==> src/rtl/res_packer.sv <==
// Packs result bytes into 255-bit words: 31 data bytes, 6-bit byte count, last flag.
// Define RES_PACKER_TIMEOUT_EN to flush idle partial words after TIMEOUT_CYCLES.
module res_packer #(
   parameter int TIMEOUT_CYCLES = 64,
   parameter int CNT_W          = 16
) (
   input  logic             clk_i,
   input  logic             reset_i,
   input  logic             in_valid_i,
   input  logic [7:0]       in_data_i,
   input  logic             in_last_i,
   output logic             in_ready_o,
   output logic             out_valid_o,
   output logic [254:0]     out_data_o,
   input  logic             out_ready_i,
   output logic [CNT_W-1:0] word_cnt_o
);

   typedef enum logic {ACCUM, HOLD} state_t;

   state_t             state_q, state_d;
   logic [247:0]       buf_q;
   logic [4:0]         cnt_q;
   logic               last_q;
   logic [CNT_W-1:0]   word_cnt_q;
   logic               acc, out_hs, timeout_hit;

   // Readiness is masked by reset_i so no byte is taken while reset is held.
   assign acc    = in_valid_i && (state_q == ACCUM) && !reset_i;
   assign out_hs = (state_q == HOLD) && out_ready_i;

`ifdef RES_PACKER_TIMEOUT_EN
   localparam int TO_W = $clog2(TIMEOUT_CYCLES + 1);
   logic [TO_W-1:0] to_q;
   logic            idle;

   assign idle        = (state_q == ACCUM) && (cnt_q != 5'd0) && !acc;
   assign timeout_hit = idle && (to_q == TO_W'(TIMEOUT_CYCLES - 1));

   always_ff @(posedge clk_i) begin
      if (reset_i || !idle || timeout_hit) to_q <= '0;
      else                                 to_q <= to_q + 1'b1;
   end
`else
   assign timeout_hit = 1'b0;
`endif

   always_comb begin
      state_d     = state_q;
      in_ready_o  = 1'b0;
      out_valid_o = 1'b0;
      case (state_q)
         ACCUM: begin
            in_ready_o = !reset_i;
            if (acc && (cnt_q == 5'd30 || in_last_i)) state_d = HOLD;
            else if (timeout_hit)                     state_d = HOLD;
         end
         HOLD: begin
            out_valid_o = 1'b1;
            if (out_ready_i) state_d = ACCUM;
         end
         default: state_d = ACCUM;
      endcase
   end

   always_ff @(posedge clk_i) begin
      if (reset_i) begin
         state_q    <= ACCUM;
         buf_q      <= '0;
         cnt_q      <= '0;
         last_q     <= 1'b0;
         word_cnt_q <= '0;
      end else begin
         state_q <= state_d;
         if (acc) begin
            buf_q[{cnt_q, 3'b000} +: 8] <= in_data_i;
            cnt_q                       <= cnt_q + 5'd1;
            // Only the closing byte can carry last, so earlier writes of 0 are harmless.
            last_q                      <= in_last_i;
         end
         if (out_hs) begin
            buf_q      <= '0;
            cnt_q      <= '0;
            last_q     <= 1'b0;
            word_cnt_q <= word_cnt_q + 1'b1;
         end
      end
   end

   assign out_data_o = {last_q, 1'b0, cnt_q, buf_q};
   assign word_cnt_o = word_cnt_q;

endmodule

==> config.mk <==
export PLATFORM = sky130hd
export DESIGN_NAME = res_packer
export DESIGN_NICKNAME = d
export VERILOG_FILES = /design/src/rtl/res_packer.sv
export SDC_FILE = /design/constraint.sdc
export NUM_CORES = 1
export LEC_CHECK = 0
export ABC_AREA = 1
export CORE_MARGIN = 2
export CORE_UTILIZATION = 40
export DETAILED_ROUTE_END_ITERATION = 16
export PLACE_DENSITY = 0.68
export SLEW_MARGIN = 0
export SYNTH_ARGS = -nofsm -noshare
export SYNTH_HDL_FRONTEND = slang
export SYNTH_SLANG_ARGS = --single-unit
==> constraint.sdc <==
create_clock -name clk_i -period 3.6 [get_ports clk_i]
set_clock_uncertainty 0.15 [all_clocks]
set_input_delay 0.36 -clock clk_i [delete_from_list [all_inputs] [get_ports clk_i]]
set_output_delay 0.36 -clock clk_i [all_outputs]
set_load 0.01 [all_outputs]
Word level (Yosys, flattened, before mapping):

Cells that the tools add are included.
W data, S select, Z words.

* flip-flop bits (word level): 271
* input bits: 13
* output and inout port bits: 273
* word-level logic and storage cells: 25

* add/sub/neg operators: 3
* eq/ne operators: 1
* shifts and indexed selects: 2
* muxes and demuxes: 6
* bitwise operators: 1
* reduce and logical (&&, ||, !) cells: 7

Operators by type and width (number)
* $bwmux W248: 1
* $shift A8 B10 Y248 const A: 1
* $shiftx A8 B10 Y248: 1
* $add A16 B1 Y16 const B: 1
* $neg A8 Y10: 1
* $add A5 B1 Y5 const B: 1
* $eq A5 B5 Y1 const B: 1
* $logic_and A1 B1 Y1: 4
* $mux W1: 4
* $pmux W1 S2: 1
* $reduce_or A2 Y1: 1
* $logic_not A1 Y1: 1
* $logic_or A1 B1 Y1: 1
* $not A1 Y1: 1

Longest topological paths before layout:

* depth in word-level cells: 6
* gate-level depth with buffers: 14
* depth with buffers taken out: 12

Least setup slack after synthesis:

No wires, ideal clock.

* path type: register -> register
* start point: register cnt_q[0]
* end point: register buf_q[0]
* setup time: 0.078 ns
* data arrival time: 2.191 ns
* required time: 3.372 ns
* path slack: 1.181 ns
* stages on the path, launching flop included: 10
* path buffers: 2
* clock period less this slack: 2.419 ns
* cell sequence: dfxtp_1 -> inv_2 -> buf_2 -> ha_1 -> buf_2 -> nor2_1 -> nand4_2 -> nor2_1 -> nor2_1 -> nor3_1

* word-level cells in the longest chain between the ends: 3
* elaborated cells on any way between the ends: 4
* those cells by class: add/sub: 1; shift: 2; mux: 1

RTL lines
* from (decl): RTL line 23 `logic [4:0] cnt_q;`
* from (signal assigned): RTL line 77 `cnt_q <= cnt_q + 5'd1;`
* $neg A8 Y10 *: RTL line 76 `buf_q[{cnt_q, 3'b000} +: 8] <= in_data_i;`
* $shiftx A8 B10 Y248 / $shift A8 B10 Y248 (equally long branches): RTL line 76
* $bwmux W248 *: RTL line 76
* to (signal, indexed assignment): RTL line 76
* to (decl): RTL line 22 `logic [247:0] buf_q;`

Mark *: on every way between the ends. The rest lies on a longest branch, timed or not.
A chain may end at the register's enable or synchronous reset.

Worst setup path after layout:

* start point: register cnt_q[1]
* end point: register buf_q[66]

Same word-level chain as after synthesis.

==> metrics.txt <==
outcome finished, final reports clean; Hold Crit Class primary input to register; Critical Path Sink Type register; final hold slack about 0.25 ns; Die Wd roughly 170 µm; RSZ-0062 raised after global routing no; Clk network pwr share 47.2%; Final Instance Area 15210 µm²; Area growth syn-to-layout 37.15%; chip height 170.5 µm; reg-to-reg endpoint buf_q[66]; number of DRC markers in iteration 0 960; final max-slew violation count 0; Power Density approximately 430 nW/µm²; Least-Margin Pin Slew 0.7828 ns; antenna viol nets, final 0; post-synthesis compound-gate area fraction slightly below 9%; share of cells above drive strength 1 6.861%; most frequent cells in the layout 485 x nor2_1, 284 x clkdlybuf4s50_1, 271 x dfxtp_1; core box area 27100 µm²; RePlAce Congestion between 0.8 and 0.9; CTS tree yes; diode count 0; Synth Area in Adders 0.7896%; Post-synth ARST share 0%; clock sinks 271; Pwr Total 6.533 mW; # rows 60; critical path class register to register; end of the critical path buf_q[66]; Pre-antenna DRT Iters 6; post_cts resized 0; # H-tree levels 1; Leak between 6 and 7 nW; Post-Syn Area per Cell approximately 7 µm²; fin nets roughly 1900; FF+latch count, synth between 200 and 300; Clock Tree Buf Depth 3; Worst EP arrival around 3.4 ns; switching share of power 23.43%; port bufs about 280; worst reg2reg startpoint cnt_q[1]; Synthesis Warnings 0; largest net degree at the start of global routing between 200 and 250; post-CTS setup buffers 0; initial antenna violation count 0; XOR/XNOR Fraction of Synth Area 0.07896%; Internal Power ~5.0 mW; Synth cell types 37; vias in the first global route ~10000; power share of the combinational group approximately 6.5%; CP max FO 18; Post-synth EDFFs 0; simple-gate share of the synthesized area 34.54%; total net switching power 1.531 mW; Mapped Area 11090 µm²; total track usage about a quarter; Sum Neg Setup Slack 0 ns; quantity of hold-fixing buffers added after cts 0; drt total wl around 36 mm; Rel. slew slack ~48%; register area share after synthesis 48.91%; dpl hpwl ~26 mm; global-route wire length before repair approximately 55 mm; I/O pins around 290; CTS root buf clkbuf_16; FMAX around 320 MHz; clock slew at reported path FFs approximately 0.06 ns; commonest non-fill, non-tap cell in the layout nor2_1; Final setup violation count 0; die area a little under 30000 µm²; sequential share of power 46.3%; VDD IR max between 0.3 and 0.4 mV; Synth Instances ~1600; wire length per cell between 15 and 20 µm; critical path launch point cnt_q[1]; Most used DFF post-synth dfxtp_1; maxcap violations 0; R2R depth 8; largest family of logic cells by synthesized area simple AND/OR/NAND/NOR gates; CTS Buf Count 28; worst-skew pair later-pin latency 0.55 ns; Via density about 4.9; CP startpoint kind register; Final Hold Vio Count 0; worst reg-to-reg setup slack 0.47 ns; post-synthesis mux area share 0%; Post-Place Cell Area 14230 µm²; via count 10880; Syn Nets approximately 1600; drc violations 0; crit share post-route between 80% and 90%; Worst Path Required between 3 and 4 ns; global route total overflow 0; final core utilization between 50% and 60%; Final min period about 3.1 ns; Initial Util around two fifths
[cell usage after synthesis, types with 2 or more instances]
library cell,count,area [µm²]
nand3_4,2,35.03
nor3b_1,2,15.01
nand2_2,13,81.33
nand2_1,261,979.7
nor2_2,7,43.79
buf_6,3,33.78
inv_1,106,397.9
a21oi_1,58,290.3
nand4_2,2,25.02
o21ai_0,128,640.6
dfxtp_1,271,5425
buf_1,6,22.52
nand4_1,16,100.1
nand3_1,67,335.3
nand3_2,4,40.04
nor3_1,22,110.1
nor2_1,486,1824
clkbuf_1,22,82.58
buf_4,7,52.55
ha_1,7,87.58
nor2_4,12,135.1
inv_2,21,78.83
o21a_1,3,22.52
nand2_4,4,45.04
buf_2,18,90.09
[how the worst min path moves through the flow]
stage / from / endpoint / slack, ns / depth (start not counted)
2_1_floorplan: last_q / last_q / 0.30 / 2
3_3_place_gp: buf_q[102] / buf_q[102] / 0.30 / 2
3_5_place_dp: buf_q[64] / buf_q[64] / 0.31 / 2
4_1_cts: in_last_i / last_q / 0.24 / 3
5_1_grt: in_last_i / last_q / 0.27 / 3
6_report: in_last_i / last_q / 0.25 / 3
[cell type report]
cell class,count,area (µm²)
clock buffer,41,830.8
sequential,271,5425
tap,372,465.4
clock inverter,10,152.6
multi-input combinational,1104,4906
inverter,129,486.7
fill,2549,11890
timing repair buffer,296,2945
[power by group through the flow]
stage / clock network [mW] / logic (mW) / registers, mW
floorplan: 0 / 0.281 / 3.09
global placement: 0 / 0.419 / 3.09
detailed placement: 0 / 0.423 / 3.09
CTS: 3.12 / 0.425 / 3.02
global route: 3.24 / 0.470 / 3.02
finish: 3.08 / 0.427 / 3.02
[sequential cells by signal, indices dropped and copies added, names as in the netlist]
signal / count
last_q: 1
state_q: 1
cnt_q: 5
word_cnt_o: 16
buf_q: 248
[critical path, cell delays in order, from the launching register on]
cell and delay (ns):
dfxtp_1 0.57, inv_1 0.20, ha_1 0.45, nor2_1 0.43, nand3_4 0.20, nor2_4 0.39, nand3_1 0.38, nand2_1 0.16
a21oi_1 0.07
[through the flow]
step	cells	worst slack [ns]
final	2223	0.4665
after global routing	2223	0.2158
after CTS	2223	0.4891
after detailed placement	2172	0.5156
after global placement	2172	0.6097
after floorplan	1560	1.181
[cells by family (layout without fill, tap and decap cells)]
kind of cell	after synthesis	after routing
xor gates and xnor gates	1	1
other	1	1
buffers and inverters	185	476
DFF	271	271
adders and majority gates	7	7
AOI/OAI and AO/OA	191	191
and+or+nand+nor	904	904
[metal layers]
layer  vias up  track usage (%)  routed length (µm)
li1       5446                -                   -
met1      4999            32.59               16310
met2       366            37.55               15910
met3        65            5.899                2814
met4         0            6.986                1026
met5         -                0                   0
Note: power is estimated with default switching activity, not from simulation.
